===== src/rtl/power_result_fifo.sv =====
// Result capture FIFO behind the power unit: edge-detects done, classifies the
// IEEE754 result and queues it for a valid/ready consumer (first-word fall-through).
module power_result_fifo #(
    parameter int DEPTH = 4,
    parameter int AW    = 2
) (
    input  logic          CLK,
    input  logic          RST,
    input  logic          done_in,
    input  logic [31:0]   result_in,
    input  logic          overflow_in,
    input  logic          underflow_in,
    output logic          out_valid,
    input  logic          out_ready,
    output logic [31:0]   out_result,
    output logic          out_overflow,
    output logic          out_underflow,
    output logic [2:0]    out_class,
    output logic [AW:0]   count,
    output logic          full,
    output logic          empty,
    output logic [7:0]    drop_cnt
);

    localparam logic [AW:0] full_lvl = (AW+1)'(DEPTH);
    localparam int          ent_w    = 37;

    localparam logic [2:0] cls_zero = 3'b000;
    localparam logic [2:0] cls_sub  = 3'b001;
    localparam logic [2:0] cls_norm = 3'b010;
    localparam logic [2:0] cls_inf  = 3'b011;
    localparam logic [2:0] cls_nan  = 3'b100;

    logic [ent_w-1:0] mem [DEPTH];
    logic [AW-1:0]    wr_ptr;
    logic [AW-1:0]    rd_ptr;
    logic             done_q;
    logic             capture;
    logic             push;
    logic             pop;
    logic             drop;
    logic [2:0]       in_class;
    logic [7:0]       exp_f;
    logic [22:0]      man_f;
    logic [ent_w-1:0] head;

    assign exp_f = result_in[30:23];
    assign man_f = result_in[22:0];

    always_comb begin
        in_class = cls_norm;
        if (exp_f == 8'd0) begin
            in_class = (man_f == 23'd0) ? cls_zero : cls_sub;
        end else if (exp_f == 8'hFF) begin
            in_class = (man_f == 23'd0) ? cls_inf : cls_nan;
        end
    end

    assign full      = (count == full_lvl);
    assign empty     = (count == '0);
    assign out_valid = ~empty;

    // done_in is a level; only its rising edge counts as a new result
    assign capture = done_in & ~done_q;
    assign pop     = out_valid & out_ready;
    assign push    = capture & (~full | pop);
    assign drop    = capture & full & ~pop;

    always_ff @(posedge CLK or negedge RST) begin
        if (!RST) begin
            done_q <= 1'b0;
        end else begin
            done_q <= done_in;
        end
    end

    always_ff @(posedge CLK) begin
        if (push) begin
            mem[wr_ptr] <= {result_in, overflow_in, underflow_in, in_class};
        end
    end

    always_ff @(posedge CLK or negedge RST) begin
        if (!RST) begin
            wr_ptr <= '0;
            rd_ptr <= '0;
            count  <= '0;
        end else begin
            if (push) begin
                wr_ptr <= wr_ptr + AW'(1);
            end
            if (pop) begin
                rd_ptr <= rd_ptr + AW'(1);
            end
            case ({push, pop})
                2'b10:   count <= count + (AW+1)'(1);
                2'b01:   count <= count - (AW+1)'(1);
                default: count <= count;
            endcase
        end
    end

    always_ff @(posedge CLK or negedge RST) begin
        if (!RST) begin
            drop_cnt <= 8'd0;
        end else if (drop && (drop_cnt != 8'hFF)) begin
            drop_cnt <= drop_cnt + 8'd1;
        end
    end

    // Storage is never cleared, so gate the head so an empty FIFO reads zero
    assign head = empty ? '0 : mem[rd_ptr];

    assign out_result    = head[36:5];
    assign out_overflow  = head[4];
    assign out_underflow = head[3];
    assign out_class     = head[2:0];

endmodule


===== config.mk =====
export PLATFORM = sky130hd
export DESIGN_NAME = power_result_fifo
export DESIGN_NICKNAME = d
export VERILOG_FILES = /design/src/rtl/power_result_fifo.sv
export SDC_FILE = /design/constraint.sdc
export NUM_CORES = 1
export LEC_CHECK = 0
export CORE_AREA = 2 2 140 142
export DETAILED_ROUTE_END_ITERATION = 10
export DIE_AREA = 0 0 142 144
export GPL_TIMING_DRIVEN = 0
export PLACE_DENSITY_LB_ADDON = 0.12
export SLEW_MARGIN = 5
export SYNTH_ARGS = -nofsm -noshare
export SYNTH_HDL_FRONTEND = slang
export SYNTH_SLANG_ARGS = --single-unit

===== constraint.sdc =====
create_clock -name CLK -period 2.9 [get_ports CLK]
set_input_delay 0.87 -clock CLK [delete_from_list [all_inputs] [get_ports CLK]]
set_output_delay 0.87 -clock CLK [all_outputs]
set_load 0.005 [all_outputs]

# [Word-level counts from Yosys, hierarchy flattened]
# Memory sizes are Yosys's and may differ from the RTL's.
# Index checks and enable logic that the tools add are counted.
[word_totals] mem_count=1 word_cells=39 ff_bits=16 out_inout_bits=51 mem_bits_rw=148
[op_classes] eq_ne=5 bitwise_logic=10 n_mux=8 add_sub_neg=5 reduce_logical=5
[memory_table] name="mem" words=4 width=37 rd=1 rd_ports_with_merged_regs=0 write_ports=1 line="34" text="logic [ent_w-1:0] mem [DEPTH];"
[ops] op="2-to-1 mux 37 bit" count=1
[ops] op="zero test 23 bit" count=1
[ops] op="2-to-1 mux 3 bit" count=3
[ops] op="adder 8 x 1 -> 8 bit, second input constant" count=1
[ops] op="== test 8 bit, second input constant" count=1
[ops] op="zero test 8 bit" count=1
[ops] op="!= test 8 bit, second input constant" count=1
[ops] op="one-hot mux 3 bit (2 select lines)" count=1
[ops] op="AND 1 bit" count=5
[ops] op="adder 2 x 1 -> 2 bit, second input constant" count=2
[ops] op="inverter 1 bit" count=4
[ops] op="adder 3 x 1 -> 3 bit, second input constant" count=1
[ops] op="== test 3 bit, second input constant" count=1
[ops] op="zero test 3 bit" count=1
[ops] op="2-to-1 mux 1 bit" count=3
[ops] op="subtractor 3 x 1 -> 3 bit, second input constant" count=1
[ops] op="== test 2 x 1 -> 1 bit, second input constant" count=1
[ops] op="== test 2 bit, second input constant" count=1
[ops] op="nonzero test 2 bit" count=1
[ops] op="logical AND 1 bit" count=1
[ops] op="OR 1 bit" count=1

# [Longest topological paths before layout]
# Gate-level depths: netlist of run 1.
[logic_depth] word_depth=7 ltp_mapped=9

# [Worst setup path before layout of run 1]
# No wires, ideal clock.
[synth_timing] kind="input -> register" from="in out_ready" to="mem mem[2][0] (enable)" arrival_ns=2.367 slack_ns=0.135 setup_time_ns=0.398 stages=4 cell_sequence="buf_2 -> inv_1 -> a21oi_1 -> and2_1"
[synth_between] elab_chain_len=5
[synth_rtl] item="start: declaration" line="14" text="input logic out_ready,"
[synth_rtl] item="AND 1 bit" line="65" text="assign pop = out_valid & out_ready;"
[synth_rtl] item="OR 1 bit" line="66" text="assign push = capture & (~full | pop);"
[synth_rtl] item="AND 1 bit" line="66"
[synth_rtl] item="2-to-1 mux 1 bit" line="78" text="if (push) begin"
[synth_rtl] item="2-to-1 mux 1 bit (implied by the code)" line="79" text="mem[wr_ptr] <= {result_in, overflow_in, underflow_in, in_class};"
[synth_rtl] item="end: declaration" line="34"
# Every way passes these cells.

# [Worst setup path after layout of run 1]
[layout_timing] from="reg rd_ptr[0]" to="out out_result[22]"
[layout_between] elab_chain_len=2
[layout_rtl] item="start: declaration" line="36" text="logic [AW-1:0] rd_ptr;"
[layout_rtl] item="start signal: assignment" line="93" text="rd_ptr <= rd_ptr + AW'(1);"
[layout_rtl] item="memory read (4 x 37 bit)"
[layout_rtl] item="2-to-1 mux 37 bit" line="112" text="assign head = empty ? '0 : mem[rd_ptr];"
[layout_rtl] item="end: declaration" line="15" text="output logic [31:0] out_result,"
# Every way passes these cells.

==> results of run 1 <==
kinds of logic after synthesis:
| kind of cell | Yosys count |
|---|---|
| flops | 164 |
| simple gates | 84 |
| mux | 39 |
| buf+inv | 22 |
| compound gates | 11 |
| xor+xnor | 11 |
| fa+ha+maj | 6 |
where the power goes:
group          switching (mW)  leakage, nW  internal (mW)  total, mW
Sequential              0.100         1.54           2.88       2.98
Combinational            1.27         1.22           1.92       3.19
Clock                   0.888        0.257           1.17       2.06
Total                    2.26         3.01           5.97       8.23
critical path, stage by stage (launching register included):
cell and delay [ns]:
dfrtp_2 0.43, buf_12 0.14, buf_12 0.12, buf_12 0.14, buf_8 0.12, mux4_2 0.41
and2_4 0.15, buf_6 0.11
Yosys cell counts:
library cell,instances,area (um2)
nand3_1,3,15.0
a21oi_1,3,15.0
fa_1,1,20.0
ha_1,5,62.6
buf_4,1,7.51
mux2_2,1,11.3
clkbuf_1,5,18.8
nand2_1,8,30.0
and3_1,3,18.8
mux4_2,37,833
or3_1,2,12.5
edfxtp_1,148,4440
clkbuf_2,1,5.00
a31oi_1,1,6.26
a22oi_1,1,7.51
nor3_1,2,10.0
dfrtp_1,16,400
or4_4,1,11.3
xnor2_1,9,78.8
o21a_1,1,7.51
buf_1,1,3.75
nor4_1,7,43.8
o21ai_0,2,10.0
or2_2,1,6.26
xor2_1,2,17.5
mux2i_1,1,10.0
and2_1,41,257
a311oi_4,1,26.3
buf_2,6,30.0
nand2b_1,1,6.26
nor2_1,4,15.0
or3b_4,2,22.5
inv_1,8,30.0
o211ai_1,2,15.0
nor2b_1,1,6.26
nand4_1,7,43.8
nand3_2,1,10.0
registers in the layout, indices dropped and copies added, names as in the netlist:
register	count
rd_ptr	2
wr_ptr	2
done_q	1
drop_cnt	8
mem	148
count	3
metal layers:
metal  routed length, um  global-route usage [%]  part of all wire [%]
met5                   0                       0                     0
met4                 148                    4.89                   1.1
met3                 396                    3.05                   2.9
met2                7220                    24.6                    52
met1                5990                    18.1                    44
final cells by class:
cell class / instances / area (um2) / area share [%]
sequential: 164 / 4850 / 56.2
clock inverter: 14 / 114 / 1.32
inverter: 8 / 30.0 / 0.348
clock buffer: 18 / 429 / 4.98
buffer: 13 / 169 / 1.96
multi-input combinational: 151 / 1690 / 19.7
timing repair buffer: 106 / 1040 / 12.0
tap: 238 / 298 / 3.46
worst paths after layout:
path | startpoint | end | slack [ns] | cells past startpoint
min in group asynchronous | RST | drop_cnt[5] | 0.92 | 1
worst max-delay path | rd_ptr[0] | out_result[22] | 0.002 | 7
worst min register to register | drop_cnt[6] | drop_cnt[6] | 0.50 | 1
worst min-delay path | drop_cnt[6] | drop_cnt[6] | 0.50 | 1
max in group asynchronous | RST | rd_ptr[0] | 1.41 | 1
worst max register to register | count[2] | count[2] | 0.52 | 9
per-stage QoR:
stage	hold WS, ns	total power [mW]	setup WS [ns]
2_1_floorplan	0.482	4.44	0.135
3_3_place_gp	0.484	5.82	-1.28
3_5_place_dp	0.490	5.87	-0.367
4_1_cts	0.499	8.51	-0.0327
5_1_grt	0.524	8.68	-0.0783
6_report	0.496	8.23	0.00189
repair_timing:
| item | in CTS | in global routing |
|---|---|---|
| setup buffers | 13 | 0 |
| setup endpoints to repair | 39 | 82 |
| gates cloned | 2 | 0 |
| hold buffers | 0 | 0 |
| gates resized for setup | 154 | 29 |
| pin swaps | 29 | 0 |
==> flow_summary.ini, run 1 <==
[timing]
setup_tns_ns = 0
hold_violations = 0
fmax_mhz = 345
tightest_slew_ns = 0.813
drv_slew = 0
rsz0062_at_grt = yes
timing.slew.headroom_pct = 45.6
clock-skew-final_ns = 0.00945
finalCriticalPeriod_ns = 2.90
setup_viol = 0
finalCritPeriodShare_pct = 99.9

[detailed_routing]
drt_iter0_drc = 159
detail_route.vias_per_cell = 4.87
drc = 0
drt_wl_total_mm = 13.7
final_antenna_net_count = 0
wire_per_inst_um = 19.3
num_vias = 3470
first_pass_iters = 4

[yosys]
synthCells = 337
synth_seq_area_share_pct = 73.8
synthSimpleGateAreaFrac_pct = 7.73
synth-compound-area-share_pct = 1.33
synth_fa_ha_area_share_pct = 1.26
synthXorXnorAreaFrac_pct = 1.47
ys_types = 37
netlist_area_mm2 = 0.00657
synth_top_family_by_area = multiplexers
yosys_warnings = 0
synth_area_per_cell_um2 = 19.5
synthMuxAreaShare_pct = 13.0
synth_nets = 381
synth-seq-cells = 164

[cts]
cts_max_level = 4
cts_buffer_depth = 2
cts_tree = done
clk_latency_ns = 0.41
clock-sinks = 164
cts-root-buf = clkbuf_16
path_clk_slew_ns = 0.06
numCtsBuffers = 17

[power_and_ir_drop]
power_leakage_nw = 3.01
ir_drop_mv = 0.471
power_density_mw_per_mm2 = 955

[finish]
syn_to_final_growth_pct = 31.2
final_layout_size_suffix_gt1_share_pct = 35.0
final_cells = 712
nNetsFinal = 505
stdcell_area_mm2 = 0.00862
utilization_pct = 45.2
final_cell_mix = edfxtp_1 (148), clkdlybuf4s50_1 (50), mux4_2 (37)
layout_commonest_cell = edfxtp_1
nFillCells = 1655
antenna_cells = 0

[place]
dp_hpwl_mm = 8.67
dp_cells = 666
gp_congestion = 0.774
numPortBuffers = 87
postPlaceCellArea_mm2 = 0.00782

[floorplanning]
initial_utilization_pct = 34.4
die_h_um = 144
die_area_mm2 = 0.0204
num_rows = 51
io_pins = 89
fp.dieW_um = 142
core_mm2 = 0.0191

[grt]
grt_pass1_vias = 3718
grt_pass1_wl_mm = 21.2
grt_util_all_layers_pct = 14.3
grt_start_max_net_pins = 24
antenna_found_initial = 0
gr-total-overflow = 0

[critical_path]
startpoint_type = flip-flop
arrival_ns = 2.03
cp.required_ns = 2.03
crit_path_end_kind = primary output
cp_max_fo = 8
criticalPathCategory = flip-flop to primary output

[hold_path]
hold_class = flip-flop to flip-flop

[job]
drv_cap = 0

[outcome]
outcome = complete, no violations
No activity file was read; power rests on OpenSTA's default activity.
==> run 2, diff against run 1 <==
--- a/config.mk
+++ b/config.mk
@@ -5,6 +5,9 @@
 export SDC_FILE = /design/constraint.sdc
 export NUM_CORES = 1
 export LEC_CHECK = 0
+export ABC_CLOCK_PERIOD_IN_PS = 2900
+export CELL_PAD_IN_SITES_DETAIL_PLACEMENT = 0
+export CELL_PAD_IN_SITES_GLOBAL_PLACEMENT = 1
 export CORE_AREA = 2 2 140 142
 export DETAILED_ROUTE_END_ITERATION = 10
 export DIE_AREA = 0 0 142 144
==> constraint.sdc (replaced) <==
create_clock -name CLK -period 2.9 [get_ports CLK]
set_input_delay 0.87 -clock CLK [delete_from_list [all_inputs] [get_ports CLK]]
set_output_delay 0.87 -clock CLK [all_outputs]
set_load 0.1 [all_outputs]
==> run 2 against run 1 <==
Against the previous run: the run now ends with negative setup slack left; critical endpoint is now mem[2][32]; register-to-register slack lost 0.29 ns; non-clock buffer count shrank 7; hold slack lost 0.0070 ns.
==> flow_summary.ini, run 2 (synthesized netlist as in run 1, its figures left out) <==
[grt]
antenna_found_initial = 0
gr-total-overflow = 0
grt_start_max_net_pins = 38
grt_util_all_layers_pct = 14.5
grt_pass1_wl_mm = 21.2
grt_pass1_vias = 3699

[timing]
clock-skew-final_ns = 0.0101
fin_hold_ws_ns = 0.489
tightest_slew_ns = 1.10
hold_violations = 0
finalCritPeriodShare_pct = 103
finalWorstSetupSlack_ns = -0.0870
setup_viol = 112
fmax_mhz = 335
drv_slew = 0
rsz0062_at_grt = yes
finalCriticalPeriod_ns = 2.99
timing.slew.headroom_pct = 26.7
setup_tns_ns = -7.14

[critical_path]
cp.required_ns = 2.93
crit_path_end_kind = flip-flop
crit_chain = clkdlybuf4s50_1 -> nand2b_1 -> a21oi_1 -> and2_2
cp_slowest_stage_delay_ns = 0.97
r2r_cells = 4
startpoint_type = input pin
arrival_ns = 3.02
path_depth = 4
worst-path-buf-inv = 1
cp_max_fo = 37
crit_slowest_cell = and2_2
criticalPathCategory = input pin to flip-flop
crit_family = simple AND/OR/NAND/NOR gates

[finish]
antenna_cells = 0
layout_commonest_cell = edfxtp_1
nFillCells = 1597
largest_reg_flops = 148
syn_to_final_growth_pct = 39.0
nNetsFinal = 498
top_regs = mem (148), drop_cnt (8), count (3)
final_layout_size_suffix_gt1_share_pct = 39.2
final_cell_mix = edfxtp_1 (148), clkdlybuf4s50_1 (40), buf_12 (38)
largest_register = mem

[detailed_routing]
final_antenna_net_count = 0
wire_per_inst_um = 19.7
drc = 0
detail_route.vias_per_cell = 4.88
drt_iter0_drc = 228
drt_wl_total_mm = 13.9
first_pass_iters = 4
num_vias = 3440

[cts]
clk_latency_ns = 0.42
cts_buffer_depth = 2
cts-root-buf = clkbuf_16
hold_buffers = 0
cts_tree = done
cts_max_level = 4
path_clk_slew_ns = 0.06
numCtsBuffers = 17
clock-sinks = 164

[outcome]
violations = negative setup slack
outcome = finished with violations

[place]
dp_hpwl_mm = 8.30
numPortBuffers = 87
gp_congestion = 0.704

[job]
drv_cap = 0

[floorplanning]
io_pins = 89
die_h_um = 144
fp.dieW_um = 142
num_rows = 51
initial_utilization_pct = 34.4
core_mm2 = 0.0191
die_area_mm2 = 0.0204

[hold_path]
holdPathStages = 1
hold_class = flip-flop to flip-flop
==> run 2: worst paths after layout <==
path	slack, ns	end	from
setup / recovery	-0.09	mem[2][32]	done_in
hold / removal	0.49	drop_cnt[6]	drop_cnt[6]
setup reg to reg	0.23	mem[2][32]	count[2]
hold reg to reg	0.49	drop_cnt[6]	drop_cnt[6]
max in group asynchronous	1.44	count[2]	RST
min in group asynchronous	0.90	drop_cnt[2]	RST
==> run 2: layout make-up <==
type                       count  area (um2)  share of cell area (%)
clock buffer                  19         433                    4.74
tap                          238         298                    3.26
inverter                       8        33.8                   0.370
sequential                   164        4860                    53.2
clock inverter                13         204                    2.23
multi-input combinational    151        1730                    19.0
buffer                        14         186                    2.04
timing repair buffer          98        1390                    15.2
==> run 2: per-layer routing <==
layer  track usage, %  wire length, um
met1             18.8             6260
met2             23.9             7000
met3             3.97              521
met4             4.26              111
met5                0                0
==> run 2: worst reg2reg max path, delay by kind of cell, from the launching register on <==
family                 cells  cell delay [ns]
and+or+nand+nor            2             1.24
DFF                        1             0.49
AOI/OAI and AO/OA          1             0.45
buffers and inverters      1             0.09
==> run 2: what timing repair did <==
action,CTS,global route
endpoints found under the setup margin,192,186
resized for setup,359,69
buffers inserted,5,3
hold endpoints to repair,0,0
pin swaps,4,24
gates cloned,1,2
==> run 2: per-stage QoR <==
stage / area, um2 / cells / util, % / setup slack, ns
final: 9130 / 705 / 47.8 / -0.0870
after global routing: 9130 / 705 / 47.8 / -0.262
after CTS: 8800 / 700 / 46.1 / -0.130
after detailed placement: 7780 / 662 / 40.8 / -0.868
after global placement: 7780 / 662 / 40.8 / -0.847
after floorplan: 6610 / 337 / - / 0.00251
Power of run 2 is not shown: default switching activity piles up to over one toggle a cycle in this logic, so the estimate is an artifact.
